[config.mk]
export PLATFORM = sky130hd
export DESIGN_NAME = xgpon_burst_rx_delineator
export DESIGN_NICKNAME = d
export VERILOG_FILES = /design/src/rtl/xgpon_burst_rx_delineator.sv
export SDC_FILE = /design/constraint.sdc
export NUM_CORES = 2
export LEC_CHECK = 0
export ABC_AREA = 1
export CAP_MARGIN = 20
export CELL_PAD_IN_SITES_DETAIL_PLACEMENT = 0
export CELL_PAD_IN_SITES_GLOBAL_PLACEMENT = 1
export CORE_ASPECT_RATIO = 1.4
export CORE_MARGIN = 2
export CORE_UTILIZATION = 50
export DETAILED_ROUTE_END_ITERATION = 10
export PLACE_DENSITY = 0.95
export RECOVER_POWER = 100
export SKIP_CTS_REPAIR_TIMING = 1
export SYNTH_ARGS = -nofsm -noshare
export SYNTH_HDL_FRONTEND = slang
export SYNTH_SLANG_ARGS = --single-unit
export TNS_END_PERCENT = 30
[constraint.sdc]
create_clock -name rx_core_clk -period 7.55 [get_ports rx_core_clk]
set_input_delay 2.265 -clock rx_core_clk [delete_from_list [all_inputs] [get_ports rx_core_clk]]
set_output_delay 2.265 -clock rx_core_clk [all_outputs]
set_load 0.05 [all_outputs]
[src/rtl/xgpon_burst_rx_delineator.sv]
// XG-PON upstream burst receiver: error-tolerant delimiter hunt, bit-alignment lock,
// header decode and aligned payload streaming. Define XGPON_RX_STATS_EN for the statistics counters.
module xgpon_burst_rx_delineator #(
    parameter logic [31:0] DELIMITER     = 32'hB2C5_0FA1,
    parameter int          DELIM_MAX_ERR = 2,
    parameter int          MAX_LEN       = 2048,
    parameter int          GAP_TIMEOUT   = 16
) (
    input  logic        rx_core_clk,
    input  logic        rx_core_reset_n,
    input  logic [31:0] rx_data,
    input  logic        rx_data_valid,
    output logic [31:0] m_data,
    output logic        m_valid,
    output logic        m_last,
    output logic [15:0] m_onu_id,
    output logic        burst_active,
    output logic [4:0]  bit_offset,
    output logic        err_hdr,
    output logic        err_trunc,
    output logic [15:0] burst_ok_cnt,
    output logic [15:0] hdr_err_cnt,
    output logic [15:0] trunc_cnt
);

    typedef enum logic [1:0] {
        ST_HUNT    = 2'd0,
        ST_HEADER  = 2'd1,
        ST_PAYLOAD = 2'd2
    } state_t;

    function automatic logic [5:0] popcount32(input logic [31:0] v);
        logic [5:0] n;
        n = 6'd0;
        for (int i = 0; i < 32; i++) begin
            n = n + {5'd0, v[i]};
        end
        return n;
    endfunction

    state_t      state_q, state_d;
    logic [31:0] prev_q, prev_d;
    logic [4:0]  bit_offset_q, bit_offset_d;
    logic [15:0] len_q, len_d;
    logic [15:0] word_cnt_q, word_cnt_d;
    logic [15:0] gap_cnt_q, gap_cnt_d;
    logic [31:0] m_data_q, m_data_d;
    logic        m_valid_q, m_valid_d;
    logic        m_last_q, m_last_d;
    logic [15:0] m_onu_id_q, m_onu_id_d;
    logic        burst_active_q, burst_active_d;
    logic        err_hdr_q, err_hdr_d;
    logic        err_trunc_q, err_trunc_d;

    // The lowest window bit is never part of any candidate, so it is left out of the window.
    logic [62:0] win_s;
    logic [31:0] aligned_s;
    logic        hunt_hit_s;
    logic [4:0]  hunt_off_s;
    logic [15:0] gap_inc_s;

    assign win_s     = {prev_q, rx_data[31:1]};
    assign aligned_s = win_s[6'd62 - {1'b0, bit_offset_q} -: 32];
    assign gap_inc_s = gap_cnt_q + 16'd1;

    // Delimiter search over all 32 offsets; scanning downward lets the lowest offset win.
    always_comb begin
        logic match_v;
        hunt_hit_s = 1'b0;
        hunt_off_s = 5'd0;
        for (int k = 31; k >= 0; k--) begin
            match_v    = (popcount32(win_s[62 - k -: 32] ^ DELIMITER) <= 6'(DELIM_MAX_ERR));
            hunt_hit_s = hunt_hit_s | match_v;
            hunt_off_s = match_v ? 5'(k) : hunt_off_s;
        end
    end

    // Next-state and output computation for the hunt / header / payload sequencer.
    always_comb begin
        state_d      = state_q;
        prev_d       = prev_q;
        bit_offset_d = bit_offset_q;
        len_d        = len_q;
        word_cnt_d   = word_cnt_q;
        gap_cnt_d    = gap_cnt_q;
        m_data_d     = m_data_q;
        m_valid_d    = 1'b0;
        m_last_d     = 1'b0;
        m_onu_id_d   = m_onu_id_q;
        err_hdr_d    = 1'b0;
        err_trunc_d  = 1'b0;
        if (rx_data_valid) begin
            prev_d = rx_data;
            case (state_q)
                ST_HUNT: begin
                    if (hunt_hit_s) begin
                        state_d      = ST_HEADER;
                        bit_offset_d = hunt_off_s;
                    end else begin
                        state_d = ST_HUNT;
                    end
                end
                ST_HEADER: begin
                    if ((aligned_s[31:16] == 16'd0) || (aligned_s[31:16] > 16'(MAX_LEN))) begin
                        err_hdr_d = 1'b1;
                        state_d   = ST_HUNT;
                    end else begin
                        len_d      = aligned_s[31:16];
                        m_onu_id_d = aligned_s[15:0];
                        word_cnt_d = 16'd0;
                        gap_cnt_d  = 16'd0;
                        state_d    = ST_PAYLOAD;
                    end
                end
                ST_PAYLOAD: begin
                    gap_cnt_d = 16'd0;
                    m_data_d  = aligned_s;
                    m_valid_d = 1'b1;
                    if (word_cnt_q == (len_q - 16'd1)) begin
                        m_last_d = 1'b1;
                        state_d  = ST_HUNT;
                    end else begin
                        word_cnt_d = word_cnt_q + 16'd1;
                    end
                end
                default: begin
                    state_d = ST_HUNT;
                end
            endcase
        end else begin
            if (state_q == ST_PAYLOAD) begin
                if (gap_inc_s == 16'(GAP_TIMEOUT)) begin
                    err_trunc_d = 1'b1;
                    gap_cnt_d   = 16'd0;
                    state_d     = ST_HUNT;
                end else begin
                    gap_cnt_d = gap_inc_s;
                end
            end else begin
                state_d = state_q;
            end
        end
        burst_active_d = (state_d != ST_HUNT);
    end

    // Sequencer state and registered outputs.
    always_ff @(posedge rx_core_clk or negedge rx_core_reset_n) begin
        if (!rx_core_reset_n) begin
            state_q        <= ST_HUNT;
            prev_q         <= 32'd0;
            bit_offset_q   <= 5'd0;
            len_q          <= 16'd0;
            word_cnt_q     <= 16'd0;
            gap_cnt_q      <= 16'd0;
            m_data_q       <= 32'd0;
            m_valid_q      <= 1'b0;
            m_last_q       <= 1'b0;
            m_onu_id_q     <= 16'd0;
            burst_active_q <= 1'b0;
            err_hdr_q      <= 1'b0;
            err_trunc_q    <= 1'b0;
        end else begin
            state_q        <= state_d;
            prev_q         <= prev_d;
            bit_offset_q   <= bit_offset_d;
            len_q          <= len_d;
            word_cnt_q     <= word_cnt_d;
            gap_cnt_q      <= gap_cnt_d;
            m_data_q       <= m_data_d;
            m_valid_q      <= m_valid_d;
            m_last_q       <= m_last_d;
            m_onu_id_q     <= m_onu_id_d;
            burst_active_q <= burst_active_d;
            err_hdr_q      <= err_hdr_d;
            err_trunc_q    <= err_trunc_d;
        end
    end

    assign m_data       = m_data_q;
    assign m_valid      = m_valid_q;
    assign m_last       = m_last_q;
    assign m_onu_id     = m_onu_id_q;
    assign burst_active = burst_active_q;
    assign bit_offset   = bit_offset_q;
    assign err_hdr      = err_hdr_q;
    assign err_trunc    = err_trunc_q;

`ifdef XGPON_RX_STATS_EN
    function automatic logic [15:0] sat_inc16(input logic [15:0] v);
        return (v == 16'hFFFF) ? v : (v + 16'd1);
    endfunction

    logic [15:0] ok_cnt_q, ok_cnt_d;
    logic [15:0] hdr_cnt_q, hdr_cnt_d;
    logic [15:0] trc_cnt_q, trc_cnt_d;

    // Statistics next-state: events are taken from the same terms that drive the pulses.
    always_comb begin
        ok_cnt_d  = m_last_d    ? sat_inc16(ok_cnt_q)  : ok_cnt_q;
        hdr_cnt_d = err_hdr_d   ? sat_inc16(hdr_cnt_q) : hdr_cnt_q;
        trc_cnt_d = err_trunc_d ? sat_inc16(trc_cnt_q) : trc_cnt_q;
    end

    // Saturating statistics counters, cleared only by reset.
    always_ff @(posedge rx_core_clk or negedge rx_core_reset_n) begin
        if (!rx_core_reset_n) begin
            ok_cnt_q  <= 16'd0;
            hdr_cnt_q <= 16'd0;
            trc_cnt_q <= 16'd0;
        end else begin
            ok_cnt_q  <= ok_cnt_d;
            hdr_cnt_q <= hdr_cnt_d;
            trc_cnt_q <= trc_cnt_d;
        end
    end

    assign burst_ok_cnt = ok_cnt_q;
    assign hdr_err_cnt  = hdr_cnt_q;
    assign trunc_cnt    = trc_cnt_q;
`else
    assign burst_ok_cnt = 16'd0;
    assign hdr_err_cnt  = 16'd0;
    assign trunc_cnt    = 16'd0;
`endif

endmodule

==> run metrics <==
antenna violations before repair=1; critical path's top delay family=adder cells; P&R area growth vs syn=14.0%; Tightest Pin Transition=about 4600 ps; Reg clk slew, reported paths=70 ps; Placer Congestion=0.998; routed wire length=105000 um; number of max-cap violations=4; drt pass-1 iters=7; IO Pins=141; number of synthesized flops with an enable pin=0; ys async rst share=100%; final net count=4991; setup TNS=-7050 ps; crit start category=input port; Slew Limit Headroom=-204%; post-layout util=57.6%; CTS tree=yes; crit path kind=input port to flip-flop; worst skew pair latency=460 ps; crit path max fanout=8; Die Area=just under 0.07 mm^2; vias per cell=5.54; Setup WS post-layout=-1090 ps; Hold Vio Cnt, Final=0; total track usage=31.7%; Avg Cell Area, Syn=9.09 um^2; core area=between 0.06 and 0.07 mm^2; met3 wire len=approximately 10000 um; Root Buffer Master=clkbuf_16; CTS buffer count=17; Period minus WS final=8640 ps; Port Buf Inserts=92; slowest CP cell=clkbuf_1; Design Area, Final=0.0376 mm^2; most frequent cells in the layout=938 x inv_1, 762 x fa_1, 670 x nand2_1; H-tree depth=4; vias post-DR=26700; CP dominant cell by count=fa_1; failing checks=max-capacitance violations, max-slew violations, negative setup slack; Routed Antenna Nets=0; Post-Syn Instances=3634; Critical Path RT=7860 ps; CTS Sinks=140; vias in the first global route=28500; ratio of cells with drive above 1 in the final layout=between 10 and 15%; largest net degree at the start of global routing=103; Post-Place Worst Slack=-1690 ps; max incr delay on CP=830 ps; commonest non-fill, non-tap cell in the layout=inv_1; synth unique cells=51; Placed Area=between 0.03 and 0.04 mm^2; f_max=116 MHz; Final HPWL DP=84400 um; sequential area share after synthesis=10.6%; crit path buf inv count=8; status=complete, but fails checks; row count=111; Die Span Y=between 300 and 400 um; yosys warns=0; Tcrit/Tclk final=114%; Setup Skew=31.4 ps; die width=~220 um; synthesized cell area=0.0330 mm^2; effective utilization at floorplan=50.5%; final setup violating endpoints=7; #FFs+latches synth=140; hold crit path type=flip-flop to flip-flop; first-pass GRT wire length=about 160000 um; Clock Tree Buf Depth=2; critical path arrival=8960 ps; metal2 WL=50200 um; wire length on met1=33500 um; top_reg_cell synth=dfrtp_1; routed len/inst=21.7 um; RSZ-0062 raised after global routing=yes; overflow left after global routing=0; CP Capture Type=flip-flop; post-route DRC violation count=0; Final Max Slew Viols=approximately 190; Initial DRC Count=around 2100; max layer used=met4
## Yosys cell counts (22+ instances only)
cell type	instances	area, um^2
nand3_1	73	365
o21ai_0	219	1100
nor3_1	22	110
buf_2	39	195
nand2_1	681	2560
o2111ai_1	27	236
inv_1	970	3640
fa_1	768	15400
dfrtp_1	140	3500
nor2_1	79	297
a211o_1	26	228
mux2i_1	33	330
clkbuf_1	35	131
xor2_1	35	307
ha_1	232	2900
buf_4	52	390
nor4_1	36	225
## sequential cells by signal, indices dropped and copies added, names as in the netlist
signal	cells
m_data	32
err_hdr	1
m_valid	1
len_q	16
m_onu_id	16
state_q	2
gap_cnt_q	16
prev_q	32
m_last	1
bit_offset	5
burst_active	1
err_trunc	1
word_cnt_q	16
## cells by family (layout without fill, tap and decap cells)
group | count (synthesis) | after routing | share of synthesized area (%)
buffers and inverters | 1111 | 1399 | 13.4
other | 1 | 49 | 0.0114
xor gates and xnor gates | 47 | 47 | 1.27
adders and majority gates | 1000 | 1000 | 55.3
muxes | 33 | 33 | 1.00
and+or+nand+nor | 927 | 927 | 11.5
DFF | 140 | 140 | 10.6
AOI/OAI and AO/OA | 375 | 375 | 6.86
## path summary, 6_finish.rpt
path | start | to | slack (ps) | depth (start not counted)
min | m_onu_id[1] | m_onu_id[1] | 460 | 2
min in group asynchronous | rx_core_reset_n | m_data[4] | 3430 | 1
max in group asynchronous | rx_core_reset_n | bit_offset[0] | 1000 | 2
min reg2reg | m_onu_id[1] | m_onu_id[1] | 460 | 2
max | rx_data[31] | burst_active | -1090 | 25
max reg2reg | prev_q[6] | burst_active | 750 | 26
## layer usage
metal	vias up	track usage, %
li1	11400	-
met1	13100	34.6
met2	1514	53.7
met3	627	6.94
met4	0	25.0
met5	-	0
## area by class of cell
type / instances / area, um^2
Inverter: 978 / 3710
Sequential cell: 140 / 3510
Antenna cell: 1 / 2.50
Clock buffer: 17 / 425
Timing Repair Buffer: 389 / 3240
Fill cell: 5494 / 27800
Clock inverter: 15 / 174
Multi-Input combinational cell: 2430 / 25500
Tap cell: 847 / 1060
## stage by stage
step	hold slack [ps]	instances
after global placement	455	4768
after global routing	496	4816
final	463	4817
after detailed placement	458	4768
after CTS	474	4800
after floorplan	456	3681
## worst reg2reg max path, cell delays in order (launching register included)
cell	delay, ps
dfrtp_1	380
inv_1	700
buf_4	270
fa_1	400
inv_1	70
fa_1	410
inv_1	100
fa_1	430
fa_1	470
fa_1	540
inv_1	60
fa_1	480
inv_1	40
ha_1	200
fa_1	360
inv_1	90
a211o_1	110
nand2_1	80
o2111ai_2	120
nand2_1	150
nor2_2	160
nand2_2	100
o41ai_2	350
buf_4	180
o31ai_2	60
a32oi_1	220
nand3_1	130
Power is left out: the tool's default activity adds up to more than one toggle a clock period on the data nets, which glitch-free logic cannot reach.
